File: src/rtl/beep_pkg.sv
// ----------------------------------------------------------------------------
// beep_pkg
// Shared definitions for the whack-a-mole buzzer scheduler:
//   - default pattern length and note width
//   - sound source indices (hit, miss, game over)
//   - scheduler state encoding
//   - note ROM holding one half-period count per pattern step
//   - helpers for fixed-priority selection and one-hot grant encoding
// ----------------------------------------------------------------------------
package beep_pkg;

    // Default geometry; the note ROM below is laid out for these values.
    localparam int DEF_SEQ_LEN = 4;
    localparam int DEF_NOTE_W  = 16;

    localparam int NUM_SRC = 3;

    typedef logic [1:0]            src_t;
    typedef logic [NUM_SRC-1:0]    src_vec_t;
    typedef logic [DEF_NOTE_W-1:0] note_t;

    localparam src_t SRC_HIT  = 2'd0;
    localparam src_t SRC_MISS = 2'd1;
    localparam src_t SRC_OVER = 2'd2;

    typedef enum logic [1:0] {
        S_IDLE = 2'd0,
        S_ARM  = 2'd1,
        S_PLAY = 2'd2
    } state_t;

    // Half-period counts in clk_50MHz cycles; 0 means a rest.
    localparam note_t NOTES [NUM_SRC][DEF_SEQ_LEN] = '{
        '{16'd47801, 16'd37936, 16'd31888, 16'd0},  // hit
        '{16'd63776, 16'd0,     16'd63776, 16'd0},  // miss
        '{16'd47801, 16'd56818, 16'd63776, 16'd0}   // game over
    };

    // Highest-priority pending source: game over > miss > hit.
    // Only meaningful when at least one bit of p is set.
    function automatic src_t prio_pick(input src_vec_t p);
        if (p[SRC_OVER])
            return SRC_OVER;
        else if (p[SRC_MISS])
            return SRC_MISS;
        else
            return SRC_HIT;
    endfunction

    function automatic src_vec_t src_onehot(input src_t s);
        return src_vec_t'(3'b001 << s);
    endfunction

endpackage

File: src/rtl/beep_scheduler_if.sv
// ----------------------------------------------------------------------------
// beep_scheduler_if
// Bundle between the game logic and the buzzer scheduler.
//   rhythm_tick  game -> sched  one-cycle 3 Hz pulse from the beep divider
//   req[2:0]     game -> sched  one-cycle requests: bit0 hit, bit1 miss,
//                               bit2 game over
//   busy         sched -> game  a pattern is armed or playing
//   grant[2:0]   sched -> game  one-hot source owning the buzzer, 0 if idle
//   note_idx     sched -> game  current step within the pattern
//   done         sched -> game  one-cycle pulse on completion or abort
//   beep         sched -> pin   square-wave buzzer drive
// Modports: master = game side, slave = scheduler.
// ----------------------------------------------------------------------------
interface beep_scheduler_if #(
    parameter int SEQ_LEN = 4
);
    localparam int IDX_W = $clog2(SEQ_LEN);

    logic             rhythm_tick;
    logic [2:0]       req;
    logic             busy;
    logic [2:0]       grant;
    logic [IDX_W-1:0] note_idx;
    logic             done;
    logic             beep;

    modport master (
        output rhythm_tick,
        output req,
        input  busy,
        input  grant,
        input  note_idx,
        input  done,
        input  beep
    );

    modport slave (
        input  rhythm_tick,
        input  req,
        output busy,
        output grant,
        output note_idx,
        output done,
        output beep
    );

endinterface

File: src/rtl/beep_tone_gen.sv
// ----------------------------------------------------------------------------
// beep_tone_gen
// Square-wave generator for one note. A counter runs 0..half-1 and the
// output toggles each time it wraps, giving a period of 2*half cycles.
// Ports:
//   clk_50MHz  in   system clock
//   rst_n      in   synchronous reset, active-high
//   restart    in   clear counter and output (note change / entering PLAY)
//   half       in   half-period count; 0 means rest (output held low)
//   en         in   high while a note is playing; low holds everything at 0
//   beep       out  square-wave drive
// ----------------------------------------------------------------------------
module beep_tone_gen #(
    parameter int NOTE_W = 16
) (
    input  logic              clk_50MHz,
    input  logic              rst_n,
    input  logic              restart,
    input  logic [NOTE_W-1:0] half,
    input  logic              en,
    output logic              beep
);

    logic [NOTE_W-1:0] cnt;
    logic              beep_q;

    // A rest or a disabled generator behaves exactly like a restart so
    // the next real note always starts from a clean phase.
    logic hold;
    assign hold = restart || !en || (half == '0);

    // NOTE: clocked state uses non-blocking assignments so every register
    // samples pre-edge values regardless of statement order.
    always_ff @(posedge clk_50MHz) begin
        if (rst_n) begin
            cnt    <= '0;
            beep_q <= 1'b0;
        end else if (hold) begin
            cnt    <= '0;
            beep_q <= 1'b0;
        end else if (cnt == half - NOTE_W'(1)) begin
            cnt    <= '0;
            beep_q <= ~beep_q;
        end else begin
            cnt    <= cnt + NOTE_W'(1);
        end
    end

    assign beep = beep_q;

endmodule

File: src/rtl/beep_scheduler.sv
// ----------------------------------------------------------------------------
// beep_scheduler
// Grants the single buzzer to one of three sound sources by fixed priority
// (game over > miss > hit), steps the granted source's pattern on each
// rhythm tick and drives the buzzer square wave.
// Ports:
//   clk_50MHz  in     system clock, 50 MHz
//   rst_n      in     synchronous reset, active-high (asserted = 1)
//   bus        slave  beep_scheduler_if: rhythm_tick, req in;
//                     busy, grant, note_idx, done, beep out
// Parameters:
//   SEQ_LEN    notes per pattern (power of two, >= 2)
//   NOTE_W     width of a note half-period count
// Build option:
//   BEEP_PREEMPT_EN  when defined, a pending game-over request aborts a
//                    hit or miss pattern and is granted straight into ARM.
// ----------------------------------------------------------------------------
module beep_scheduler
    import beep_pkg::*;
#(
    parameter int SEQ_LEN = DEF_SEQ_LEN,
    parameter int NOTE_W  = DEF_NOTE_W
) (
    input  logic           clk_50MHz,
    input  logic           rst_n,
    beep_scheduler_if.slave bus
);

    localparam int IDX_W = $clog2(SEQ_LEN);
    localparam logic [IDX_W-1:0] LAST_IDX = IDX_W'(SEQ_LEN - 1);

    state_t           state;
    src_vec_t         pend;
    src_vec_t         grant_q;
    src_t             src_q;
    logic [IDX_W-1:0] note_idx_q;
    logic             busy_q;
    logic             done_q;

    src_t             pick;
    src_vec_t         pend_clr;
    logic             preempt;
    logic [NOTE_W-1:0] half;

    // ------------------------------------------------------------------
    // Arbitration: which source is taken this cycle and which pending
    // bit that consumes.
    // ------------------------------------------------------------------
    // NOTE: every signal driven here gets a default first, so no path
    // leaves a value unassigned and no latch is inferred.
    always_comb begin
        pick     = prio_pick(pend);
        preempt  = 1'b0;
        pend_clr = '0;
`ifdef BEEP_PREEMPT_EN
        // Game over may steal the buzzer from hit or miss, armed or playing.
        preempt  = (state == S_ARM || state == S_PLAY) &&
                   pend[SRC_OVER] && !grant_q[SRC_OVER];
`endif
        if (state == S_IDLE && pend != '0)
            pend_clr = src_onehot(pick);
        else if (preempt)
            pend_clr = src_onehot(SRC_OVER);
    end

    // ------------------------------------------------------------------
    // Scheduler FSM with pending register and registered outputs.
    // A request arriving on the same edge its bit is cleared wins, so the
    // request replays after the current pattern.
    // ------------------------------------------------------------------
    always_ff @(posedge clk_50MHz) begin
        if (rst_n) begin
            state      <= S_IDLE;
            pend       <= '0;
            grant_q    <= '0;
            src_q      <= SRC_HIT;
            note_idx_q <= '0;
            busy_q     <= 1'b0;
            done_q     <= 1'b0;
        end else begin
            pend   <= (pend & ~pend_clr) | bus.req;
            done_q <= 1'b0;

            case (state)
                S_IDLE: begin
                    note_idx_q <= '0;
                    if (pend != '0) begin
                        grant_q <= src_onehot(pick);
                        src_q   <= pick;
                        busy_q  <= 1'b1;
                        state   <= S_ARM;
                    end else begin
                        grant_q <= '0;
                        busy_q  <= 1'b0;
                    end
                end

                S_ARM: begin
                    if (preempt) begin
                        done_q     <= 1'b1;
                        grant_q    <= src_onehot(SRC_OVER);
                        src_q      <= SRC_OVER;
                        note_idx_q <= '0;
                    end else if (bus.rhythm_tick) begin
                        note_idx_q <= '0;
                        state      <= S_PLAY;
                    end
                end

                S_PLAY: begin
                    if (preempt) begin
                        // Interrupted source is dropped, not re-queued.
                        done_q     <= 1'b1;
                        grant_q    <= src_onehot(SRC_OVER);
                        src_q      <= SRC_OVER;
                        note_idx_q <= '0;
                        state      <= S_ARM;
                    end else if (bus.rhythm_tick) begin
                        if (note_idx_q == LAST_IDX) begin
                            done_q     <= 1'b1;
                            grant_q    <= '0;
                            busy_q     <= 1'b0;
                            note_idx_q <= '0;
                            state      <= S_IDLE;
                        end else begin
                            note_idx_q <= note_idx_q + IDX_W'(1);
                        end
                    end
                end

                default: begin
                    state   <= S_IDLE;
                    grant_q <= '0;
                    busy_q  <= 1'b0;
                end
            endcase
        end
    end

    // ------------------------------------------------------------------
    // Tone generation. The tick that advances the note (or ends the
    // pattern) restarts the generator on the same edge, so each note
    // starts from counter 0 and beep low. On ARM->PLAY the generator is
    // still disabled at that edge, which clears it just the same.
    // ------------------------------------------------------------------
    assign half = NOTE_W'(NOTES[src_q][note_idx_q]);

    beep_tone_gen #(
        .NOTE_W (NOTE_W)
    ) u_tone (
        .clk_50MHz (clk_50MHz),
        .rst_n     (rst_n),
        .restart   ((state == S_PLAY) && bus.rhythm_tick),
        .half      (half),
        .en        (state == S_PLAY),
        .beep      (bus.beep)
    );

    assign bus.busy     = busy_q;
    assign bus.grant    = grant_q;
    assign bus.note_idx = note_idx_q;
    assign bus.done     = done_q;

endmodule

File: src/flat_wrapper.sv
// flat-port wrapper written by rule: the top's interface ports become plain ports
module beep_scheduler_flat import beep_pkg::*;
#(
    parameter int SEQ_LEN = DEF_SEQ_LEN,
    parameter int NOTE_W  = DEF_NOTE_W
)
  (clk_50MHz, rst_n, bus_rhythm_tick, bus_req, bus_busy, bus_grant, bus_note_idx, bus_done, bus_beep);
  beep_scheduler_if #(.SEQ_LEN(SEQ_LEN)) bus_i ();
  input  logic clk_50MHz;
  input  logic rst_n;
  input wire logic [$bits(bus_i.rhythm_tick)-1:0] bus_rhythm_tick;
  input wire logic [$bits(bus_i.req)-1:0] bus_req;
  output wire logic [$bits(bus_i.busy)-1:0] bus_busy;
  output wire logic [$bits(bus_i.grant)-1:0] bus_grant;
  output wire logic [$bits(bus_i.note_idx)-1:0] bus_note_idx;
  output wire logic [$bits(bus_i.done)-1:0] bus_done;
  output wire logic [$bits(bus_i.beep)-1:0] bus_beep;
  assign bus_i.rhythm_tick = bus_rhythm_tick;
  assign bus_i.req = bus_req;
  assign bus_busy = bus_i.busy;
  assign bus_grant = bus_i.grant;
  assign bus_note_idx = bus_i.note_idx;
  assign bus_done = bus_i.done;
  assign bus_beep = bus_i.beep;
  beep_scheduler #(.SEQ_LEN(SEQ_LEN), .NOTE_W(NOTE_W)) u_core (.clk_50MHz(clk_50MHz), .rst_n(rst_n), .bus(bus_i));
endmodule
File: config.mk
export PLATFORM = sky130hd
export DESIGN_NAME = beep_scheduler_flat
export DESIGN_NICKNAME = d
export VERILOG_FILES = /design/src/rtl/beep_pkg.sv /design/src/rtl/beep_scheduler_if.sv /design/src/rtl/beep_tone_gen.sv /design/src/rtl/beep_scheduler.sv /design/src/flat_wrapper.sv
export SDC_FILE = /design/constraint.sdc
export NUM_CORES = 1
export LEC_CHECK = 0
export CAP_MARGIN = 25
export CORE_MARGIN = 5
export CORE_UTILIZATION = 59
export DETAILED_ROUTE_END_ITERATION = 6
export PLACE_DENSITY = 0.8
export SKIP_LAST_GASP = 1
export SYNTH_ARGS = -nofsm -noshare
export SYNTH_HDL_FRONTEND = slang
export SYNTH_SLANG_ARGS = --single-unit
File: constraint.sdc
create_clock -name clk_50MHz -period 4.15 [get_ports clk_50MHz]
set_input_delay 0.83 -clock clk_50MHz [delete_from_list [all_inputs] [get_ports clk_50MHz]]
set_output_delay 0.83 -clock clk_50MHz [all_outputs]
set_load 0.02 [all_outputs]
# == Yosys cells after proc, flatten, opt, wreduce, memory -nomap -nowiden ==
# Cells that the tools add are included.
# op_classes
add_sub_neg,3
order_cmp,2
eq_ne,8
n_shift,1
n_mux,27
n_bitwise,9
reduce_logical,16
# op_table
operator,n
binary-select mux 64 bit (select 2 bit),1
two-way mux 64 bit,2
binary-select mux 16 bit (select 2 bit),1
two-way mux 16 bit,2
"adder 16 x 1 -> 16 bit, second input constant",1
equality test 16 bit,1
logical NOT 16 bit,1
two-way mux 2 bit,8
"subtractor 16 x 1 -> 16 bit, second input constant",1
two-way mux 3 bit,4
one-hot mux 2 bit (3 select lines),2
one-hot mux 3 bit (3 select lines),1
">= comparator 3 bit, second input constant",2
"!= test 2 bit, second input constant",3
inverter 2 -> 3 bit,2
AND reduction 3 bit,2
nonzero test 3 bit,2
OR reduction 3 bit,2
two-way mux 1 bit,5
"equality test 2 bit, second input constant",2
inverter 1 bit,4
AND reduction 4 bit,1
AND 3 bit,1
inverter 3 bit,1
12 further kinds,14
# totals
ff_bits,31
input_bits,6
output_inout_bits,8
wordCells,75

# == Logic depth before layout (Yosys ltp) ==
# Gate-level depths: netlist of the first run.
# logic_depth
depth_word,10
mapped_depth,13
depth_no_buf,12

# == Cells and area by module ==
# Synthesis of the first run repeated with hierarchy kept, for this count alone.
# unflattened
cells_unflattened,271
area_unflattened_um2,2159.6
# by_module_without_submodules
mod,instances,cells_each,area_each_um2,seq_area_each_um2
beep_tone_gen,1,167,1361.3,340.3
beep_scheduler,1,104,798.3,280.3

# == Worst setup path before layout of the first run ==
# No wires, ideal clock.
# synth_timing
path_kind,register to register
start,register u_core.src_q[0]
end,register u_core.u_tone.cnt[12]
setup_ps,115
arrival_ps,3137
required_time_ps,4035
slack_ps,898
path_stages_with_launch,13
path_buffers,1
synth_period_minus_slack_ps,3252
cell_sequence,dfxtp_1 inv_1 ha_1 o21ai_0 ha_1 o211ai_1 nor4_1 nand2_1 a221oi_2 or4b_4 o21ai_2 buf_6 nor2_2
# synth_between
elab_chain_len,10
word_cells_on_any_way,12
cone_classes,1 x add/sub; 1 x eq/ne; 6 x mux; 1 x bitwise; 3 x reduce/logical
# synth_lines
element,line,text
"start, declared",beep_scheduler.sv:35,src_t src_q;
"start signal, assigned",beep_scheduler.sv:89,src_q <= pick;
inverter 2 -> 3 bit (implied by the code) (*),beep_scheduler.sv:146,assign half = NOTE_W'(NOTES[src_q][note_idx_q]);
binary-select mux 64 bit (select 2 bit) (*),beep_scheduler.sv:146,
two-way mux 64 bit (implied by the code) (*) (2 in a row),beep_scheduler.sv:146,
binary-select mux 16 bit (select 2 bit) (*),beep_scheduler.sv:146,
two-way mux 16 bit (implied by the code) (*) (2 in a row),beep_scheduler.sv:146,
subtractor 16 x 1 -> 16 bit or logical NOT 16 bit (tied branches),"beep_tone_gen.sv:41, beep_tone_gen.sv:30",
equality test 16 bit or logical OR 1 bit (tied branches),"beep_tone_gen.sv:41, beep_tone_gen.sv:30",
OR reduction 3 bit (no line) (*),n/a,
"end signal, assigned",beep_tone_gen.sv:45,cnt <= cnt + NOTE_W'(1);
"end, declared",beep_tone_gen.sv:24,logic [NOTE_W-1:0] cnt;
# Mark *: on every way between the ends. The rest lies on a longest branch, timed or not. The select of a mux whose other input is x is not followed.
# A chain may end at the register's enable or synchronous reset.

# == Final worst setup path of the first run ==
# layout_timing
start,register u_core.src_q[0]
end,register u_core.u_tone.cnt[5]
# Same word-level chain as after synthesis.

==> summary.md, run 1 <==
| Metric | Value |
|---|---|
| Register-to-register setup slack | `0.46 ns` |
| Vias in the first global route | `1643` |
| Slew Limit Fails | `0` |
| CTS tree | `yes` |
| Most common cell after layout, fill and taps aside | `nor2_1` |
| Top_reg_cell synth | `dfxtp_1` |
| Async SR Flop Fraction | `0` |
| Global Route met2 Usage | `0.274` |
| Lkg Pwr | `0.811 nW` |
| Syn Inst Count | `267` |
| Post-route cell area | `2350 µm²` |
| Post-synth EDFFs | `0` |
| Sequential element share of the synthesized area | `0.290` |
| Mapped cell area | `2140 µm²` |
| Post-synthesis register bit count | `31` |
| Unrepaired setup endpoints after global routing | `false` |
| Setup TNS | `0 ns` |
| Vias | `1899` |
| DP HPWL | `3400 µm` |
| Clk_lat worst skew | `0.33 ns` |
| Detailed Routing Iterations Pass 1 | `5` |
| Met1 Use GR | `0.263` |
| Synth area leader | `dfxtp_1` |
| GRT Residual Overflow | `0` |
| Yosys warnings | `0` |
| WL per Instance | `13.6 µm` |
| Core area | `3420 µm²` |
| Pwr dens | `319 nW/µm²` |
| Yosys top cell area share | `0.290` |
| Synth cell types | `57` |
| Gpl congestion | `0.879` |
| Final Cycle Share | `0.889` |
| Worst Setup End Kind | `register` |
| Final design utilization | `0.689` |
| Startpoint type of the worst setup path | `register` |
| Overall power | `751 µW` |
| WHS | `0.478 ns` |
| Arr. time, crit path | `3.91 ns` |
| Setup Skew | `0.00721 ns` |
| Critical path class | `register to register` |
| Die ar. | `4930 µm²` |
| Internal power | `503 µW` |
| Post-CTS Setup Bufs | `0` |
| Syn nets | `284` |
| Max-cap viol count | `0` |
| Slew @ Worst Pin | `0.717 ns` |
| Hold_buf cts | `0` |
| Max rail drop VDD | `0.229 mV` |
| Clk network pwr share | `0.268` |
| PortBufs | `13` |
| Comb power frac | `0.289` |
| Place WS | `0.544 ns` |
| Worst path max stage delay | `0.58 ns` |
| Antenna Cells | `0` |
| Fin worst setup slack | `0.461 ns` |
| Net count, final | `296` |
| GRT Total Usage | `0.191` |
| Peak Freq | `271 MHz` |
| Placed Instances | `318` |
| Top Usage Layer GRT | `met2` |
| Cell Count, Final, Fillers Out | `326` |
| Synth area leaders | `dfxtp_1 (29%), xnor2_1 (8.2%), ha_1 (6.4%)` |
| Cell mode on critical path | `ha_1` |
| Switch Pwr | `247 µW` |
| CP Cell Sequence | `inv_1 > ha_1 > o21ai_0 > ha_1 > o211ai_1 > nor4_1 > nand2_1 > a221oi_2 > or4b_4 > o21ai_2 > buf_4 > nor2_1` |
| Largest net degree at the start of global routing | `26` |
| Top Ports | `14` |
| Clock Tree Root | `clkbuf_4` |
| Max_slew headroom | `0.521` |
| Met3 Usage GRT | `0.0459` |
| Reg power frac | `0.443` |
| Area grow syn2layout | `9.94%` |
| Worst Path Required | `4.37 ns` |
| Layout cells sized above 1 | `0.0929` |
| DRC Markers | `0` |
| Outcome | `completed` |
| Switching share of power | `0.330` |
| CTS H-tree depth | `2` |
| Commonest non-fill, non-tap cells in the layout | `nor2_1 (33), dfxtp_1 (31), xnor2_1 (20)` |
| Number of vias per cell | `5.83` |
| Cts bufs inserted | `5` |
| Initial Utilization | `0.626` |
| First-pass GRT wire length | `7700 µm` |
| Routed WL | `4450 µm` |
| Width of the die | `70.2 µm` |
| Setup-failing EPs final | `0` |
| DIE HEIGHT | `70.2 µm` |
| Final hold vios | `0` |
| Hold/Removal Path Class | `register to register` |
| Final Critical Period | `3.69 ns` |
| Area of placed instances | `2280 µm²` |
| CTS Sinks | `31` |
| Highest-delay cell along the critical path | `o21ai_0` |
| CTS resizes | `0` |
| Max Root-Sink Buffers | `2` |
| Syn avg cell area | `8.01 µm²` |
| Initial antenna violation count | `0` |
| DRT iter0 DRCs | `122` |
| Crit path max fanout | `16` |
| Clock Pin Slew Worst Setup and Hold Paths | `0.09 ns` |
| Site Rows | `21` |
| Antenna viol nets, final | `0` |
## power by group through the flow
| stage | logic [mW] | clock network, mW | registers, mW |
|---|---|---|---|
| after global routing | 0.243 | 0.223 | 0.337 |
| final | 0.217 | 0.201 | 0.333 |
| after detailed placement | 0.214 | 0 | 0.340 |
| after CTS | 0.216 | 0.206 | 0.333 |
| after floorplan | 0.156 | 0 | 0.344 |
| after global placement | 0.212 | 0 | 0.339 |
## Yosys cell counts, drive strengths merged, types with 3 or more instances
cell type	count
nor2b	4
o21a	3
nor4	3
a32o	3
ha	11
o21ai	11
mux2i	5
nor2	43
a21oi	13
xnor2	20
nor3	10
and3	3
clkbuf	4
dfxtp	31
inv	14
nand2b	5
xor2	8
buf	6
nand3	12
nand2	16
## final cells by class
cell class                      count  area [µm²]
Multi-Input combinational cell    212        1410
Fill cell                         304        1060
Inverter                           14        52.6
Tap cell                           46        57.6
Timing Repair Buffer               15         145
Sequential cell                    31         621
Clock buffer                        8        68.8
## layer usage
layer	part of all wire	vias to the layer above	wire length, µm
li1	-	969	-
met1	0.48	881	2130
met2	0.46	40	2050
met3	0.040	9	180
met4	0.020	0	87
met5	0	-	0
## critical path, delay by kind of cell, from the launching register on
family,cells,cell delay [ns]
buf+inv,2,0.36
compound gates,4,1.13
fa+ha+maj,2,0.68
flops,1,0.42
simple gates,4,0.99
## flip-flops by register name (all words and copies together) (netlist names), 2 cells and up
| name | count |
|---|---|
| u_core.pend | 3 |
| u_core.bus.grant | 3 |
| u_core.src_q | 2 |
| u_core.bus.note_idx | 2 |
| u_core.state | 2 |
| u_core.u_tone.cnt | 16 |
## cells by family (layout without fill, tap and decap cells)
| logic type | count (synthesis) | in the layout | share of synthesized area |
|---|---|---|---|
| buffers and inverters | 24 | 37 | 0.0520 |
| multiplexers | 5 | 5 | 0.0234 |
| AND/OR/NAND/NOR | 110 | 110 | 0.260 |
| AO/OA/AOI/OAI | 58 | 58 | 0.195 |
| XOR/XNOR | 28 | 28 | 0.115 |
| flip-flops | 31 | 31 | 0.290 |
| adder cells (fa/ha/maj) | 11 | 11 | 0.0643 |
## final timing paths
kind / from / endpoint / cells after the start
hold reg to reg: u_core.bus.grant[2] / u_core.bus.grant[2] / 1
hold / removal: u_core.bus.grant[2] / u_core.bus.grant[2] / 1
setup reg to reg: u_core.src_q[0] / u_core.u_tone.cnt[5] / 12
setup / recovery: u_core.src_q[0] / u_core.u_tone.cnt[5] / 12
(Power assumes the default switching activity.)
==> inputs of run 2 (changes only) <==
Settings changed: CORE_UTILIZATION 59 to 50, CTS_CLUSTER_SIZE set to 14, PLACE_DENSITY 0.8 to 0.69.
==> run 2 against run 1 <==
  * Non-clock buffer count is the same
  * Utilization shrank 11 points
  * Power grew 3.8%
  * Final cell count grew 1.2%
  * Register-to-register slack gained 0.07 ns
  * Count of clock-buffer cells in the layout shrank 1
  * Critical path depth is the same
  * Combinational power is essentially flat
  * Setup slack gained 0.075 ns
  * First-iteration DRC count grew 30%
  * Clock skew shrank 0.0055 ns
  * Largest power group unchanged
  * Highest routed layer unchanged
==> summary.md, run 2 (synthesized netlist as in run 1, its figures left out) <==
| Metric | Value |
|---|---|
| Outcome | `completed (unchanged)` |
| Critical path class | `register to register (unchanged)` |
| CP Cell Sequence | `inv_1 > ha_1 > o21ai_0 > ha_1 > inv_1 > nor3_1 > and2_1 > o221ai_1 > or4b_4 > o21ai_2 > buf_4 > nor2_1 (was inv_1 > ha_1 > o21ai_0 > ha_1 > o211ai_1 > nor4_1 > nand2_1 > a221oi_2 > or4b_4 > o21ai_2 > buf_4 > nor2_1)` |
| Detailed Routing Iterations Pass 1 | `4 (was 5)` |
| Setup-failing EPs final | `0 (unchanged)` |
| Area grow syn2layout | `10.8% (was 9.94%)` |
| DIE HEIGHT | `75.4 µm (was 70.2 µm)` |
| Antenna Cells | `0 (unchanged)` |
| Antenna viol nets, final | `0 (unchanged)` |
| Max_slew headroom | `0.473 (was 0.521)` |
| Slew @ Worst Pin | `0.790 ns (was 0.717 ns)` |
| Crit path max fanout | `16 (unchanged)` |
| Worst Setup End Kind | `register (unchanged)` |
| Site Rows | `23 (was 21)` |
| CTS H-tree depth | `2 (unchanged)` |
| Most common cell after layout, fill and taps aside | `nor2_1 (unchanged)` |
| Number of vias per cell | `5.62 (was 5.83)` |
| Worst Path Required | `4.32 ns (was 4.37 ns)` |
| CTS tree | `yes (unchanged)` |
| Largest net degree at the start of global routing | `26 (unchanged)` |
| Width of the die | `75.4 µm (was 70.2 µm)` |
| Top Ports | `14 (unchanged)` |
| Max rail drop VDD | `0.203 mV (was 0.229 mV)` |
| Cts bufs inserted | `5 (unchanged)` |
| Final Cycle Share | `0.871 (was 0.889)` |
| DRT iter0 DRCs | `159 (was 122)` |
| DRC Markers | `0 (unchanged)` |
| Biggest register | `u_core.u_tone.cnt (unchanged)` |
| Die ar. | `5690 µm² (was 4930 µm²)` |
| Hold_buf cts | `0 (unchanged)` |
| Net count, final | `296 (unchanged)` |
| Highest-delay cell along the critical path | `o21ai_0 (unchanged)` |
| Arr. time, crit path | `3.78 ns (was 3.91 ns)` |
| PortBufs | `13 (unchanged)` |
| Setup Skew | `0.00173 ns (was 0.00721 ns)` |
| Critical path's top delay family | `simple AND/OR/NAND/NOR gates (was compound AO/OA/AOI/OAI gates)` |
| WP buf/inv | `3 (was 2)` |
| Commonest non-fill, non-tap cells in the layout | `nor2_1 (33), dfxtp_1 (31), xnor2_1 (20) (unchanged)` |
| Unrepaired setup endpoints after global routing | `false (unchanged)` |
| Max Root-Sink Buffers | `2 (unchanged)` |
| WL per Instance | `13.8 µm (was 13.6 µm)` |
| Initial Utilization | `0.524 (was 0.626)` |
| Post-CTS Setup Bufs | `0 (unchanged)` |
| DP HPWL | `3380 µm (was 3400 µm)` |
| Clk_lat worst skew | `0.28 ns (was 0.33 ns)` |
| Max-cap viol count | `0 (unchanged)` |
| GRT Total Usage | `0.176 (was 0.191)` |
| Peak Freq | `277 MHz (was 271 MHz)` |
| Clock Pin Slew Worst Setup and Hold Paths | `0.06 ns (was 0.09 ns)` |
| First-pass GRT wire length | `7840 µm (was 7700 µm)` |
| Initial antenna violation count | `0 (unchanged)` |
| Lkg Pwr | `0.815 nW (was 0.811 nW)` |
| Gpl congestion | `0.841 (was 0.879)` |
| Setup TNS | `0 ns (unchanged)` |
| Final hold vios | `0 (unchanged)` |
| GRT Residual Overflow | `0 (unchanged)` |
| Max reg flops | `16 (unchanged)` |
| CTS Sinks | `31 (unchanged)` |
| Slew Limit Fails | `0 (unchanged)` |
| Routed WL | `4560 µm (was 4450 µm)` |
| CTS resizes | `0 (unchanged)` |
| Final design utilization | `0.580 (was 0.689)` |
| Hold/Removal Path Class | `register to register (unchanged)` |
| Pwr dens | `329 nW/µm² (was 319 nW/µm²)` |
| Vias | `1853 (was 1899)` |
| Layout cells sized above 1 | `0.0893 (was 0.0929)` |
| Clock Tree Root | `clkbuf_8 (was clkbuf_4)` |
| Worst path max stage delay | `0.53 ns (was 0.58 ns)` |
| Vias in the first global route | `1696 (was 1643)` |
| Startpoint type of the worst setup path | `register (unchanged)` |
| FILL cells | `398 (was 304)` |
| Final Critical Period | `3.61 ns (was 3.69 ns)` |
| Core area | `4090 µm² (was 3420 µm²)` |
-- run 2: path summary, 6_finish.rpt --
path / start / endpoint / slack (ns) / depth (start not counted)
setup / recovery: u_core.src_q[0] / u_core.u_tone.cnt[6] / 0.54 / 12
hold reg to reg: u_core.bus.grant[2] / u_core.bus.grant[2] / 0.47 / 1
hold / removal: u_core.bus.grant[2] / u_core.bus.grant[2] / 0.47 / 1
setup reg to reg: u_core.src_q[0] / u_core.u_tone.cnt[6] / 0.54 / 12
-- run 2: metal layers --
layer,share of wire,routed length [µm],track usage
met5,0,0,0
met4,0.017,76,0.0718
met3,0.051,234,0.0396
met2,0.43,1950,0.260
met1,0.50,2300,0.247
-- run 2: layout make-up --
type                    instances  area [µm²]  share of cell area
clock inverters                 1        5.00             0.00211
clock buffers                   7        76.3              0.0322
repair buffers                 15         145              0.0612
flip-flops and latches         31         621               0.262
inverters                      14        52.6              0.0222
well taps                      50        62.6              0.0264
multi-input cells             212        1410               0.594
-- run 2: through the flow --
| step | total power [mW] | hold slack, ns | std cells | setup WS [ns] | cell area (µm²) |
|---|---|---|---|---|---|
| final | 0.779 | 0.466 | 330 | 0.536 | 2370 |
| after global routing | 0.830 | 0.498 | 330 | 0.104 | 2370 |
| after CTS | 0.785 | 0.471 | 330 | 0.536 | 2370 |
| after detailed placement | 0.554 | 0.455 | 322 | 0.550 | 2290 |
| after global placement | 0.554 | 0.451 | 322 | 0.687 | 2290 |
| after floorplan | 0.499 | 0.461 | 267 | 0.898 | 2140 |
-- run 2: power breakdown --
group	leakage [nW]	switching, mW	total, mW	internal, mW
combinational	0.521	0.129	0.218	0.0890
sequential	0.252	0.0183	0.333	0.315
clock	0.0422	0.110	0.228	0.117
total	0.815	0.258	0.779	0.522
==> RTL edit 1, RTL diff (config.mk and constraints of run 2) <==
Reset style: asynchronous (`rst_n`), changed in 2 clocked blocks. Comments in the files are not updated.
--- a/src/rtl/beep_tone_gen.sv
+++ b/src/rtl/beep_tone_gen.sv
@@ -31,7 +31,7 @@
 
     // NOTE: clocked state uses non-blocking assignments so every register
     // samples pre-edge values regardless of statement order.
-    always_ff @(posedge clk_50MHz) begin
+    always_ff @(posedge clk_50MHz or posedge rst_n) begin
         if (rst_n) begin
             cnt    <= '0;
             beep_q <= 1'b0;
--- a/src/rtl/beep_scheduler.sv
+++ b/src/rtl/beep_scheduler.sv
@@ -68,7 +68,7 @@
     // A request arriving on the same edge its bit is cleared wins, so the
     // request replays after the current pattern.
     // ------------------------------------------------------------------
-    always_ff @(posedge clk_50MHz) begin
+    always_ff @(posedge clk_50MHz or posedge rst_n) begin
         if (rst_n) begin
             state      <= S_IDLE;
             pend       <= '0;
Function: differs if rst_n is asserted again (counterexample within 4 cycles, from zero or initial values and one cycle with rst_n high); with rst_n held inactive, the same outputs for 10 cycles.
==> RTL edit 1 against run 2 <==
  * Area after synthesis up 0.94%
  * Sequential cell count unchanged
  * Critical path depth shrank 1
  * Worst setup slack worse by 0.097 ns
  * Design area up 0.84%
  * Wire length is 0.46% lower
Power is not compared: it rests on default switching activity, and its combinational part moved more than twofold at a synthesized area within 25%.
==> RTL edit 1: results <==
export IMPL_critical_path_reg2reg_startpoint="u_core.src_q[0]"
export IMPL_reg2reg_to="u_core.u_tone.cnt[7]"
export IMPL_nets=268
export IMPL_run_status="complete, no violations"
export IMPL_grt_pass1_wl_um=7780
export IMPL_gr_usage_all_layers_pct=17.7
export IMPL_grt_start_max_net_pins=24
export IMPL_grt_pass1_vias=1624
export IMPL_synth_distinct_cells=51
export IMPL_tightest_slew_ns=0.848
export IMPL_crit_path_top_delay_cell="sky130_fd_sc_hd__o31ai_4"
export IMPL_cp_arrival_ns=3.84
export IMPL_worst_hold_path_endpoint="u_core.bus.grant[0]"
export IMPL_drt_iter0_markers=108
export IMPL_routabilityCongestion=0.893
export IMPL_crit_start="u_core.src_q[0]"
export IMPL_syn_nets=256
export IMPL_ff2ff_path_depth=11
export IMPL_reg_to_reg_slack_setup_ns=0.44
export IMPL_finalWirelength_um=4540
export IMPL_viasPerCell=5.64
export IMPL_worst_clock_skew_ns=0.00958
export IMPL_postSynth_asyncResetShare_pct=100
export IMPL_synth_yosys_seq_area_share_pct=35.9
export IMPL_detailed_place_hpwl_um=3360
export IMPL_post_route_cells_drive_above_1_share_pct=7.14
## RTL edit 1: changes by cell type after synthesis, sizes merged, moves of 3 or more
| cell | run 2 | this run |
|---|---|---|
| nor2 | 43 | 28 |
| or3 | 2 | 5 |
| nor3 | 10 | 4 |
| o31ai | 0 | 3 |
| xor2 | 8 | 14 |
| a32o | 3 | 0 |
| o21ai | 11 | 15 |
| dfrtp | 0 | 31 |
| dfxtp | 31 | 0 |
| a21oi | 13 | 4 |
## RTL edit 1: layout make-up
| type | instances | area, µm² | area share, % |
|---|---|---|---|
| clock buffer | 7 | 76.3 | 3.19 |
| clock inverter | 1 | 5.00 | 0.209 |
| inverter | 12 | 45.0 | 1.88 |
| multi-input combinational | 186 | 1280 | 53.5 |
| sequential | 31 | 776 | 32.5 |
| tap | 52 | 65.1 | 2.72 |
| timing repair buffer | 15 | 145 | 6.07 |
## RTL edit 1: cells by family (layout without fill, tap and decap cells)
logic type	after synthesis	after routing	share of synthesized area, %
simple gates	88	88	20.3
xor+xnor	32	32	13.0
buf+inv	22	35	4.92
flops	31	31	35.9
compound gates	52	52	18.1
mux	3	3	1.39
fa+ha+maj	11	11	6.37
## RTL edit 1: stage by stage
step / hold slack [ns] / instance area (µm²) / util [%] / std cells / worst slack (ns)
final: 0.493 / 2390 / 56.0 / 304 / 0.439
after global routing: 0.536 / 2390 / 56.0 / 304 / 0.0566
after detailed placement: 0.486 / 2310 / 54.1 / 296 / 0.489
after global placement: 0.480 / 2310 / 54.1 / 296 / 0.611
after CTS: 0.500 / 2390 / 56.0 / 304 / 0.450
after floorplan: 0.479 / 2160 / - / 239 / 0.938
## RTL edit 1: how the worst max path moves through the flow
stage	endpoint	slack, ns	cells after the start
finish	u_core.u_tone.cnt[7]	0.44	11
global route	u_core.u_tone.cnt[2]	0.06	11
CTS	u_core.u_tone.cnt[2]	0.45	11
detailed placement	u_core.u_tone.cnt[2]	0.49	11
global placement	u_core.u_tone.cnt[12]	0.61	11
floorplan	u_core.u_tone.cnt[10]	0.94	12
## RTL edit 1: power breakdown
part           total, mW  internal, mW  leakage [nW]  switching [mW]
Clock              0.227         0.118        0.0422           0.110
Combinational      0.759         0.325         0.510           0.434
Sequential         0.427         0.347         0.407          0.0801
## RTL edit 1: layer usage
metal	wire length (µm)	part of all wire, %	vias up	global-route usage (%)
li1	-	-	852	-
met1	2360	52	821	26.4
met2	1980	44	32	25.2
met3	104	2.3	9	2.51
met4	91	2.0	0	7.77
met5	0	0	-	0
==> RTL edit 2, RTL diff (settings of run 2) <==
Made on the original files. Add a define of `BEEP_PREEMPT_EN`.
--- a/src/rtl/beep_scheduler.sv
+++ b/src/rtl/beep_scheduler.sv
@@ -15,6 +15,8 @@
 //   BEEP_PREEMPT_EN  when defined, a pending game-over request aborts a
 //                    hit or miss pattern and is granted straight into ARM.
 // ----------------------------------------------------------------------------
+`define BEEP_PREEMPT_EN
+
 module beep_scheduler
     import beep_pkg::*;
 #(
Check against the original RTL: not equivalent (Yosys sat finds a counterexample within 4 cycles, from zero or initial values and one cycle with rst_n high).
==> RTL edit 2 against run 2 <==
  * Area after synthesis grew 6.2%
  * Design area increased by 6.9%
  * Non-clock buffer count grew 1
  * Utilization fell by 0.20 points
  * Final cell count up 7.0%
  * Count of clock-buffer cells in the layout down 1
  * Worst setup slack improved by 0.26 ns
  * Sequential cell count did not move
  * Wire length up 9.5%
  * Critical path depth did not move
Power is not compared: it rests on default switching activity, and its combinational part moved more than twofold at a synthesized area within 25%.
==> RTL edit 2: results <==
export IMPL_run_status="complete, no violations"
export IMPL_finalCriticalPeriod_ns=3.36
export IMPL_min_delay_path_depth=2
export IMPL_inverters_non_clock=18
export IMPL_leading_cell_types_by_count_after_synthesis="39 x sky130_fd_sc_hd__nor2_1, 31 x sky130_fd_sc_hd__dfxtp_1, 22 x sky130_fd_sc_hd__a21oi_1, 19 x sky130_fd_sc_hd__xnor2_1, 18 x sky130_fd_sc_hd__inv_1"
export IMPL_synth_distinct_cells=58
export IMPL_nets=323
export IMPL_yosys_area_share_adder_pct=8.81
export IMPL_nNonClkBuffers=16
export IMPL_crit_path_top_delay_cell="sky130_fd_sc_hd__o21bai_2"
export IMPL_grt_pass1_vias=1885
export IMPL_n_fill_cell=412
export IMPL_met3_wl_um=239
export IMPL_wl_met1_um=2350
export IMPL_fin_worst_hold_slack_ns=0.462
export IMPL_clk_share_pct=4.05
export IMPL_critPathMaxStageDelay_ns=0.57
export IMPL_cp_arrival_ns=3.50
export IMPL_vias=2007
export IMPL_drt_iter0_markers=123
export IMPL_grt_pass1_wl_um=8740
export IMPL_placedCellCount=346
export IMPL_post_route_cells_drive_above_1_share_pct=7.64
export IMPL_dpl_instance_area_um2=2430
export IMPL_grt_start_max_net_pins=23
export IMPL_routabilityCongestion=0.867
export IMPL_path_delay_family="compound AO/OA/AOI/OAI gates"
export IMPL_postSynthCellCount=287
export IMPL_grt_met2_usage_pct=29.0
export IMPL_detail_route_wl_per_cell_um=14.1
export IMPL_buffer_area_share_pct=6.02
export IMPL_syn_nets=309
export IMPL_preCtsSetupSlack_ns=0.813
export IMPL_yosys_mux_area_fraction_pct=1.38
export IMPL_n_clock_buffer=6
export IMPL_synth_compound_area_share_pct=20.6
export IMPL_detailed_place_hpwl_um=3800
[RTL edit 2: cell types whose count changed in the layout (fill, tap and decap cells not counted), moves of 4 or more]
cell / before / now
sky130_fd_sc_hd__a21oi_1: 12 / 22
sky130_fd_sc_hd__nor2_2: 10 / 2
sky130_fd_sc_hd__nand2b_1: 5 / 12
sky130_fd_sc_hd__nor2_1: 33 / 39
sky130_fd_sc_hd__ha_1: 11 / 16
sky130_fd_sc_hd__and2_1: 1 / 5
sky130_fd_sc_hd__inv_1: 14 / 18
sky130_fd_sc_hd__nand3_1: 12 / 8
sky130_fd_sc_hd__o22ai_1: 2 / 6
sky130_fd_sc_hd__or3_1: 2 / 6
sky130_fd_sc_hd__xor2_1: 8 / 4
[RTL edit 2: final timing paths]
check                                         start                    to
worst min register to register  u_core.bus.grant[1]   u_core.bus.grant[1]
worst min-delay path            u_core.bus.grant[1]   u_core.bus.grant[1]
worst max-delay path                u_core.src_q[0]  u_core.u_tone.cnt[9]
worst max register to register      u_core.src_q[0]  u_core.u_tone.cnt[9]
